===== src/rtl/addsub_sequencer_pkg.sv =====
// -----------------------------------------------------------------------------
// addsub_sequencer_pkg
// Shared definitions for the add/sub entry sequencer: default operand width and
// the FSM state encoding. The encoding is also what the LEDR state display
// decodes, so the numeric values are fixed.
// -----------------------------------------------------------------------------
package addsub_sequencer_pkg;

    localparam int WIDTH_DEFAULT = 4;

    typedef enum logic [1:0] {
        S_A    = 2'b00,
        S_B    = 2'b01,
        S_EXEC = 2'b10,
        S_SHOW = 2'b11
    } state_e;

endpackage


===== src/rtl/addsub_sequencer_if.sv =====
// -----------------------------------------------------------------------------
// addsub_sequencer_if
// Bundles board I/O (ENTER key, switches), the adder connection and the display
// outputs of the sequencer.
//   slave  : the sequencer side (drives alu_*, result*, disp_en, state_out)
//   master : the board/adder side (drives enter_n, op_sub, sw_val, alu_sum, alu_ovf)
// -----------------------------------------------------------------------------
interface addsub_sequencer_if
    import addsub_sequencer_pkg::*;
#(
    parameter int WIDTH = WIDTH_DEFAULT
) ();

    logic             enter_n;
    logic             op_sub;
    logic [WIDTH-1:0] sw_val;
    logic [WIDTH-1:0] alu_a;
    logic [WIDTH-1:0] alu_b;
    logic             alu_sub;
    logic [WIDTH-1:0] alu_sum;
    logic             alu_ovf;
    logic [WIDTH-1:0] result;
    logic             result_valid;
    logic             ovf_flag;
    logic             disp_en;
    logic [1:0]       state_out;

    modport slave (
        input  enter_n, op_sub, sw_val, alu_sum, alu_ovf,
        output alu_a, alu_b, alu_sub, result, result_valid, ovf_flag,
               disp_en, state_out
    );

    modport master (
        output enter_n, op_sub, sw_val, alu_sum, alu_ovf,
        input  alu_a, alu_b, alu_sub, result, result_valid, ovf_flag,
               disp_en, state_out
    );

endinterface


===== src/rtl/addsub_sequencer_key_debounce.sv =====
// -----------------------------------------------------------------------------
// addsub_sequencer_key_debounce
// Synchronises a raw active-low pushbutton, debounces it and emits a single
// one-cycle press pulse on each debounced falling edge.
//   clk    in  system clock
//   rst_n  in  async active-low reset (sync flops and level reset to released)
//   key_n  in  raw, asynchronous, bouncy active-low key
//   press  out one-cycle pulse per debounced press (registered)
// -----------------------------------------------------------------------------
module addsub_sequencer_key_debounce #(
    parameter int DEBOUNCE_CYCLES = 500000
) (
    input  logic clk,
    input  logic rst_n,
    input  logic key_n,
    output logic press
);

    localparam int            CW       = $clog2(DEBOUNCE_CYCLES + 1);
    localparam logic [CW-1:0] CNT_LAST = CW'(DEBOUNCE_CYCLES - 1);
    localparam logic [CW-1:0] CNT_ZERO = {CW{1'b0}};
    localparam logic [CW-1:0] CNT_ONE  = CW'(1);

    logic          sync1_r;
    logic          sync2_r;
    logic          level_r;
    logic [CW-1:0] count_r;
    logic          press_r;

    // Synchroniser, stable-count debounce and press pulse generation.
    always_ff @(posedge clk or negedge rst_n) begin
        if (!rst_n) begin
            sync1_r <= 1'b1;
            sync2_r <= 1'b1;
            level_r <= 1'b1;
            count_r <= CNT_ZERO;
            press_r <= 1'b0;
        end else begin
            sync1_r <= key_n;
            sync2_r <= sync1_r;
            if (sync2_r != level_r) begin
                // The level flips on the N-th consecutive differing cycle.
                if (count_r == CNT_LAST) begin
                    level_r <= sync2_r;
                    count_r <= CNT_ZERO;
                    press_r <= ~sync2_r;
                end else begin
                    count_r <= count_r + CNT_ONE;
                    press_r <= 1'b0;
                end
            end else begin
                // Any agreement with the current level restarts the count.
                count_r <= CNT_ZERO;
                press_r <= 1'b0;
            end
        end
    end

    assign press = press_r;

endmodule


===== src/rtl/addsub_sequencer.sv =====
// -----------------------------------------------------------------------------
// addsub_sequencer
// Steps the user through operand A, operand B (+ operation), a one-cycle
// execute that captures the external adder's result and overflow, and a show
// state that holds them for the display. No arithmetic is done here.
//   MAX10_CLK1_50 in  system clock, rising edge
//   RESET_N       in  async active-low reset
//   bus           slave modport: ENTER key, switches, adder link, display outputs
// -----------------------------------------------------------------------------
module addsub_sequencer
    import addsub_sequencer_pkg::*;
#(
    parameter int WIDTH           = WIDTH_DEFAULT,
    parameter int DEBOUNCE_CYCLES = 500000,
    parameter int BLINK_CYCLES    = 25000000
) (
    input  logic                 MAX10_CLK1_50,
    input  logic                 RESET_N,
    addsub_sequencer_if.slave    bus
);

    localparam int            BW         = $clog2(BLINK_CYCLES + 1);
    localparam logic [BW-1:0] BLINK_LAST = BW'(BLINK_CYCLES - 1);
    localparam logic [BW-1:0] BLINK_ZERO = {BW{1'b0}};
    localparam logic [BW-1:0] BLINK_ONE  = BW'(1);

    state_e            state_r;
    state_e            state_next_s;
    logic              press_s;
    logic [WIDTH-1:0]  alu_a_r;
    logic [WIDTH-1:0]  alu_b_r;
    logic              alu_sub_r;
    logic [WIDTH-1:0]  result_r;
    logic              result_valid_r;
    logic              ovf_flag_r;
    logic              disp_en_r;
    logic [BW-1:0]     blink_cnt_r;

    addsub_sequencer_key_debounce #(
        .DEBOUNCE_CYCLES (DEBOUNCE_CYCLES)
    ) u_key_debounce (
        .clk   (MAX10_CLK1_50),
        .rst_n (RESET_N),
        .key_n (bus.enter_n),
        .press (press_s)
    );

    // FSM state register.
    always_ff @(posedge MAX10_CLK1_50 or negedge RESET_N) begin
        if (!RESET_N) begin
            state_r <= S_A;
        end else begin
            state_r <= state_next_s;
        end
    end

    // FSM next-state logic; S_EXEC always lasts exactly one cycle.
    always_comb begin
        state_next_s = state_r;
        case (state_r)
            S_A: begin
                if (press_s) state_next_s = S_B;
                else         state_next_s = S_A;
            end
            S_B: begin
                if (press_s) state_next_s = S_EXEC;
                else         state_next_s = S_B;
            end
            S_EXEC: begin
                state_next_s = S_SHOW;
            end
            S_SHOW: begin
                if (press_s) state_next_s = S_A;
                else         state_next_s = S_SHOW;
            end
            default: begin
                state_next_s = S_A;
            end
        endcase
    end

    // Operand capture on presses and result capture in the execute cycle.
    always_ff @(posedge MAX10_CLK1_50 or negedge RESET_N) begin
        if (!RESET_N) begin
            alu_a_r        <= {WIDTH{1'b0}};
            alu_b_r        <= {WIDTH{1'b0}};
            alu_sub_r      <= 1'b0;
            result_r       <= {WIDTH{1'b0}};
            result_valid_r <= 1'b0;
            ovf_flag_r     <= 1'b0;
        end else begin
            case (state_r)
                S_A: begin
                    if (press_s) alu_a_r <= bus.sw_val;
                end
                S_B: begin
                    if (press_s) begin
                        alu_b_r   <= bus.sw_val;
                        alu_sub_r <= bus.op_sub;
                    end
                end
                S_EXEC: begin
                    result_r       <= bus.alu_sum;
                    ovf_flag_r     <= bus.alu_ovf;
                    result_valid_r <= 1'b1;
                end
                S_SHOW: begin
                    // Operands and result stay as-is; only the valid/overflow marks clear.
                    if (press_s) begin
                        result_valid_r <= 1'b0;
                        ovf_flag_r     <= 1'b0;
                    end
                end
                default: begin
                    result_valid_r <= 1'b0;
                end
            endcase
        end
    end

    // Overflow blink: disp_en starts at 1 and toggles every BLINK_CYCLES while
    // showing an overflowed result; anywhere else it is held steady at 1.
    always_ff @(posedge MAX10_CLK1_50 or negedge RESET_N) begin
        if (!RESET_N) begin
            blink_cnt_r <= BLINK_ZERO;
            disp_en_r   <= 1'b1;
        end else if ((state_r == S_SHOW) && ovf_flag_r && !press_s) begin
            if (blink_cnt_r == BLINK_LAST) begin
                blink_cnt_r <= BLINK_ZERO;
                disp_en_r   <= ~disp_en_r;
            end else begin
                blink_cnt_r <= blink_cnt_r + BLINK_ONE;
            end
        end else begin
            blink_cnt_r <= BLINK_ZERO;
            disp_en_r   <= 1'b1;
        end
    end

    assign bus.alu_a        = alu_a_r;
    assign bus.alu_b        = alu_b_r;
    assign bus.alu_sub      = alu_sub_r;
    assign bus.result       = result_r;
    assign bus.result_valid = result_valid_r;
    assign bus.ovf_flag     = ovf_flag_r;
    assign bus.disp_en      = disp_en_r;
    assign bus.state_out    = state_r;

endmodule


===== src/flat_wrapper.sv =====
// flat-port wrapper written by rule: the top's interface ports become plain ports
module addsub_sequencer_flat import addsub_sequencer_pkg::*;
#(
    parameter int WIDTH           = WIDTH_DEFAULT,
    parameter int DEBOUNCE_CYCLES = 500000,
    parameter int BLINK_CYCLES    = 25000000
)
  (MAX10_CLK1_50, RESET_N, bus_enter_n, bus_op_sub, bus_sw_val, bus_alu_sum, bus_alu_ovf, bus_alu_a, bus_alu_b, bus_alu_sub, bus_result, bus_result_valid, bus_ovf_flag, bus_disp_en, bus_state_out);
  addsub_sequencer_if #(.WIDTH(WIDTH)) bus_i ();
  input  logic MAX10_CLK1_50;
  input  logic RESET_N;
  input wire logic [$bits(bus_i.enter_n)-1:0] bus_enter_n;
  input wire logic [$bits(bus_i.op_sub)-1:0] bus_op_sub;
  input wire logic [$bits(bus_i.sw_val)-1:0] bus_sw_val;
  input wire logic [$bits(bus_i.alu_sum)-1:0] bus_alu_sum;
  input wire logic [$bits(bus_i.alu_ovf)-1:0] bus_alu_ovf;
  output wire logic [$bits(bus_i.alu_a)-1:0] bus_alu_a;
  output wire logic [$bits(bus_i.alu_b)-1:0] bus_alu_b;
  output wire logic [$bits(bus_i.alu_sub)-1:0] bus_alu_sub;
  output wire logic [$bits(bus_i.result)-1:0] bus_result;
  output wire logic [$bits(bus_i.result_valid)-1:0] bus_result_valid;
  output wire logic [$bits(bus_i.ovf_flag)-1:0] bus_ovf_flag;
  output wire logic [$bits(bus_i.disp_en)-1:0] bus_disp_en;
  output wire logic [$bits(bus_i.state_out)-1:0] bus_state_out;
  assign bus_i.enter_n = bus_enter_n;
  assign bus_i.op_sub = bus_op_sub;
  assign bus_i.sw_val = bus_sw_val;
  assign bus_i.alu_sum = bus_alu_sum;
  assign bus_i.alu_ovf = bus_alu_ovf;
  assign bus_alu_a = bus_i.alu_a;
  assign bus_alu_b = bus_i.alu_b;
  assign bus_alu_sub = bus_i.alu_sub;
  assign bus_result = bus_i.result;
  assign bus_result_valid = bus_i.result_valid;
  assign bus_ovf_flag = bus_i.ovf_flag;
  assign bus_disp_en = bus_i.disp_en;
  assign bus_state_out = bus_i.state_out;
  addsub_sequencer #(.WIDTH(WIDTH), .DEBOUNCE_CYCLES(DEBOUNCE_CYCLES), .BLINK_CYCLES(BLINK_CYCLES)) u_core (.MAX10_CLK1_50(MAX10_CLK1_50), .RESET_N(RESET_N), .bus(bus_i));
endmodule

===== config.mk =====
export PLATFORM = sky130hd
export DESIGN_NAME = addsub_sequencer_flat
export DESIGN_NICKNAME = d
export VERILOG_FILES = /design/src/rtl/addsub_sequencer_pkg.sv /design/src/rtl/addsub_sequencer_if.sv /design/src/rtl/addsub_sequencer_key_debounce.sv /design/src/rtl/addsub_sequencer.sv /design/src/flat_wrapper.sv
export SDC_FILE = /design/constraint.sdc
export NUM_CORES = 1
export LEC_CHECK = 0
export CORE_AREA = 2 2 104 56
export CTS_BUF_LIST = sky130_fd_sc_hd__clkbuf_8
export DETAILED_ROUTE_END_ITERATION = 7
export DIE_AREA = 0 0 106 58
export PLACE_DENSITY = 0.8
export SETUP_SLACK_MARGIN = 0.5
export SYNTH_ARGS = -nofsm -noshare
export SYNTH_HDL_FRONTEND = slang
export SYNTH_SLANG_ARGS = --single-unit

===== constraint.sdc =====
create_clock -name MAX10_CLK1_50 -period 5 [get_ports MAX10_CLK1_50]
set_clock_uncertainty 0.05 [all_clocks]
set_input_delay 0.5 -clock MAX10_CLK1_50 [delete_from_list [all_inputs] [get_ports MAX10_CLK1_50]]
set_output_delay 0.5 -clock MAX10_CLK1_50 [all_outputs]
set_load 0.02 [all_outputs]

# [Word level (Yosys, flattened, before mapping)]
# Index checks and enable logic that the tools add are counted.
[op_classes] n_addsub=2 n_eq_ne=8 mux=15 n_bitwise=2 n_reduce_logical=9
[op_table] cell="$mux W25" n=2
[op_table] cell="$mux W19" n=2
[op_table] cell="$add A25 B1 Y25 const B" n=1
[op_table] cell="$eq A25 B25 Y1 const B" n=1
[op_table] cell="$add A19 B1 Y19 const B" n=1
[op_table] cell="$eq A19 B19 Y1 const B" n=1
[op_table] cell="$pmux W2 S4" n=1
[op_table] cell="$reduce_and A2 Y1" n=4
[op_table] cell="$mux W1" n=6
[op_table] cell="$eq A2 B2 Y1 const B" n=2
[op_table] cell="$mux W2" n=2
[op_table] cell="$ne A2 B2 Y1 const B" n=2
[op_table] cell="$pmux W1 S2" n=2
[op_table] cell="$eq A2 B1 Y1 const B" n=1
[op_table] cell="$logic_and A1 B1 Y1" n=2
[op_table] cell="$logic_not A2 Y1" n=1
[op_table] cell="$not A1 Y1" n=2
[op_table] cell="$reduce_bool A2 Y1" n=1
[op_table] cell="$logic_not A1 Y1" n=1
[op_table] cell="$ne A1 B1 Y1" n=1
[totals] reg_bits=66 output_inout_bits=18

# [Depth between registers and ports, before layout]
[logic_depth] depth_word=4 mapped_depth=6 mapped_depth_nobuf=5

# [Modules after synthesis]
# From an unflattened synthesis, not the netlist that was laid out.
[unflattened] hier_cells=294 area_unflattened_um2=3098.0
[by_module_without_submodules] module="addsub_sequencer" n_inst=1 cells_per_inst=184 area_per_inst_um2=1975.6 seq_area_each_um2=1077.3
[by_module_without_submodules] module="addsub_sequencer_key_debounce" n_inst=1 cells_per_inst=110 area_per_inst_um2=1122.3 seq_area_each_um2=579.3

# [Worst setup path after synthesis]
# Ideal clock, no wire load.
[synth_path] kind="register to register" start="register u_core.u_key_debounce.count_r[5]" end="register u_core.u_key_debounce.count_r[10]" arrival_time_ns=1.930 required_ns=4.831 path_slack_ns=2.902 path_stages_with_launch=7 period_less_slack_ns=2.098 cell_sequence="dfrtp_1 -> buf_6 -> or4b_1 -> or4_4 -> o21ai_4 -> buf_6 -> nor2_1"
[synth_between] elab_chain_cells=3 word_cells_on_any_way=4 classes_between="add/sub (1); eq/ne (1); mux (2)"
[synth_rtl] element="from (decl)" line="addsub_sequencer_key_debounce.sv:27" source="logic [CW-1:0] count_r;"
[synth_rtl] element="from (signal assigned)" line="addsub_sequencer_key_debounce.sv:48" source="count_r <= count_r + CNT_ONE;"
[synth_rtl] element="$add A19 B1 Y19 or $eq A19 B19 Y1 (tied branches)" line="addsub_sequencer_key_debounce.sv:48, addsub_sequencer_key_debounce.sv:43"
[synth_rtl] element="$mux W19 (*)" line="addsub_sequencer_key_debounce.sv:43" source="if (count_r == CNT_LAST) begin"
[synth_rtl] element="$mux W19 (*)" line="addsub_sequencer_key_debounce.sv:41" source="if (sync2_r != level_r) begin"
# Mark *: on every way between the ends. The rest lies on a longest branch, timed or not.
# A chain may end at the register's enable or synchronous reset.

# [Worst setup path after layout]
[layout_path] start="register u_core.u_key_debounce.count_r[14]" end="register u_core.u_key_debounce.count_r[7]"
[layout_between] elab_chain_cells=3
[layout_rtl] element="$eq A19 B19 Y1" line="addsub_sequencer_key_debounce.sv:43"
[layout_rtl] element="$mux W19" line="addsub_sequencer_key_debounce.sv:43"
[layout_rtl] element="$mux W19" line="addsub_sequencer_key_debounce.sv:41"
# Every way passes these cells.

==> qor.yml <==
drc: 0
fillers: 395
seq_area_frac_synth_pct: 54.2
grt_start_max_net_pins: 67
postCtsResizedCells: 0
pin_count: 31
vias: 2279
synth_flop_cell: "dfrtp_1"
finalHoldViolCount: 0
p_leak_nw: 1.40
numCtsBuffers: 9
grt_antenna_before_repair: 0
totalWireLength_mm: 6.27
max_freq_ghz: 0.434
path_class: "flip-flop to flip-flop"
cap_viol_max_count: 0
cts_max_path_buffers: 2
layout-drive-gt1-share_pct: 12.5
cp_slowest_stage_delay_ns: 0.58
path_clk_slew_ns: 0.07
maxSlewHeadroom_pct: 44.0
tns_ns: 0
row_count: 19
post-synth-top-count-cell: "dfrtp_1"
dr.pass1.iters: 4
critPathArrivalTime_ns: 2.46
gp_routability_congestion: 0.902
cts_hold_buf: 0
syn-instance-count: 289
synth.area.top_cells: "dfrtp_1 (51%), xnor2_1 (6.0%), mux2_2 (5.2%)"
dp_hpwl_mm: 4.31
grt_first_pass_wirelength_mm: 10.9
yosysUniqueCellTypes: 37
crit_buf_inv: 0
cp-start-kind: "flip-flop"
cp_top_family: "simple AND/OR/NAND/NOR gates"
final_nets: 338
tightest_slew_ns: 0.839
cts_sinks: 66
viasPerCell: 5.68
cts_tree: "yes"
antenna_cells: 0
synth_warnings: 0
wl_per_cell_um: 15.6
finalSetupViolations: 0
end_kind: "flip-flop"
synthArstFlopShare_pct: 100
areaGrowthSynthToFinish_pct: 17.7
slew_viol_final: 0
root_buffer: "clkbuf_8"
max-vdd-ir-drop_uv: 156
synth-seq-cells: 66
grt_pass1_vias: 2218
design.core.area_sq_mm: 0.00525
insertion_delay_ns: 0.34
hold_class: "input port to async pin"
cts_setup_buffers: 0
die_w_um: 106
synth-edff-count: 0
syn_nets: 304
h-tree-depth: 3
io_buffers: 30
fin_ws_ns: 2.69
dp_slack_ns: 2.68
die_area_sq_mm: 0.00615
p_per_area_mw_per_mm2: 280
period_needed_ns: 2.31
gr-usage-all-layers_pct: 23.4
crit_path_cell_trace: "or4b_1 -> or4_4 -> o21ai_4 -> nor2_1"
min_period_over_period_pct: 46.1
netlist.area_leader.share_pct: 50.8
critPathSlowestCell: "or4_4"
gr-total-overflow: 0
synth_commonest_cells: "dfrtp_1 (62), nor2_1 (36), xnor2_1 (21)"
initial_utilization_pct: 58.2
outcome: "finished, final reports clean"
critPathRequiredTime_ns: 5.15
die_h_um: 58
crit_fanout: 19
rsz0062_at_grt: "no"
yosysTopAreaCell: "dfrtp_1"
ant_nets: 0
avgSynthCellArea_sq_um: 10.6
drtIter0Drc: 134
power_w: 0.00101
synthesis.area_sq_mm: 0.00306
[report_power, final]
part           total [W]  leakage [nW]  switching [W]  internal (W)
combinational  0.0000366         0.400      0.0000208     0.0000158
sequential      0.000543         0.894     0.00000389      0.000539
clock           0.000429         0.110       0.000192      0.000237
[worst paths after layout]
check                                                              from                                          to  slack [ns]  depth (start not counted)
max                         u_core.u_key_debounce.count_r[14]$_DFF_PN0_  u_core.u_key_debounce.count_r[7]$_DFF_PN0_        2.69                          4
min                                                             RESET_N            u_core.blink_cnt_r[12]$_DFF_PN0_        0.28                          2
max reg2reg                 u_core.u_key_debounce.count_r[14]$_DFF_PN0_  u_core.u_key_debounce.count_r[7]$_DFF_PN0_        2.69                          4
min reg2reg                     u_core.u_key_debounce.sync1_r$_DFF_PN1_     u_core.u_key_debounce.sync2_r$_DFF_PN1_        0.30                          0
max in group asynchronous                                       RESET_N            u_core.blink_cnt_r[20]$_DFF_PN0_        4.09                          2
min in group MAX10_CLK1_50      u_core.u_key_debounce.sync1_r$_DFF_PN1_     u_core.u_key_debounce.sync2_r$_DFF_PN1_        0.30                          0
[cells by family (layout without fill, tap and decap cells)]
logic type	count (synthesis)	count (layout)	share of synthesized area (%)
adders and majority gates	2	2	0.819
AOI/OAI and AO/OA	33	33	6.80
and+or+nand+nor	129	129	22.4
DFF	66	66	54.2
buffers and inverters	17	56	2.58
xor gates and xnor gates	28	28	8.03
muxes	14	14	5.16
[registers in the layout, summed over array words and instances (netlist names), 2 cells and up]
name	cells
u_core.bus.state_out	2
u_core.bus.result	4
u_core.blink_cnt_r	25
u_core.bus.alu_b	4
u_core.u_key_debounce.count_r	19
u_core.bus.alu_a	4
[cell usage in the layout (no fill, tap or decap), drive strengths merged, types with 2 or more instances in the layout]
| cell | Yosys | routed |
|---|---|---|
| nor4b | 3 | 3 |
| inv | 8 | 11 |
| clkdlybuf4s50 | 0 | 29 |
| xnor2 | 21 | 21 |
| dfstp | 4 | 4 |
| xor2 | 7 | 7 |
| or4 | 9 | 9 |
| nand3 | 13 | 13 |
| mux2 | 14 | 14 |
| o21ai | 8 | 8 |
| o31ai | 7 | 7 |
| clkinv | 0 | 2 |
| dfrtp | 62 | 62 |
| nor2 | 36 | 36 |
| nor4 | 9 | 9 |
| nor3 | 7 | 7 |
| ha | 2 | 2 |
| or2 | 3 | 3 |
| nand2 | 19 | 19 |
| nand4 | 12 | 12 |
| clkbuf | 7 | 10 |
| and4 | 3 | 3 |
| a21oi | 14 | 14 |
| or3 | 8 | 8 |
| buf | 2 | 3 |
[layout make-up]
cell class,count,area (sq um),share of cell area [%]
flip-flops and latches,66,1660,46.1
clock inverters,6,51.3,1.43
well taps,73,91.3,2.54
clock buffers,10,138,3.83
repair buffers,32,310,8.63
inverters,8,30.0,0.835
multi-input cells,206,1320,36.7
[metal layers]
layer / track usage (%) / part of all wire [%] / vias to the layer above
met2: 33.2 / 43 / 70
met5: 0 / 0 / -
met1: 35.2 / 50 / 1097
li1: - / - / 1103
met3: 5.51 / 5.9 / 9
met4: 9.02 / 1.2 / 0
[stage by stage]
step	instances	instance area, sq um	util (%)	hold WS (ns)
finish	401	3600	68.5	0.285
global route	401	3600	68.5	0.300
CTS	401	3600	68.5	0.299
detailed placement	385	3410	64.9	0.297
global placement	385	3410	64.9	0.296
floorplan	289	3060	-	0.154
Power figures use the tool's default switching activity.
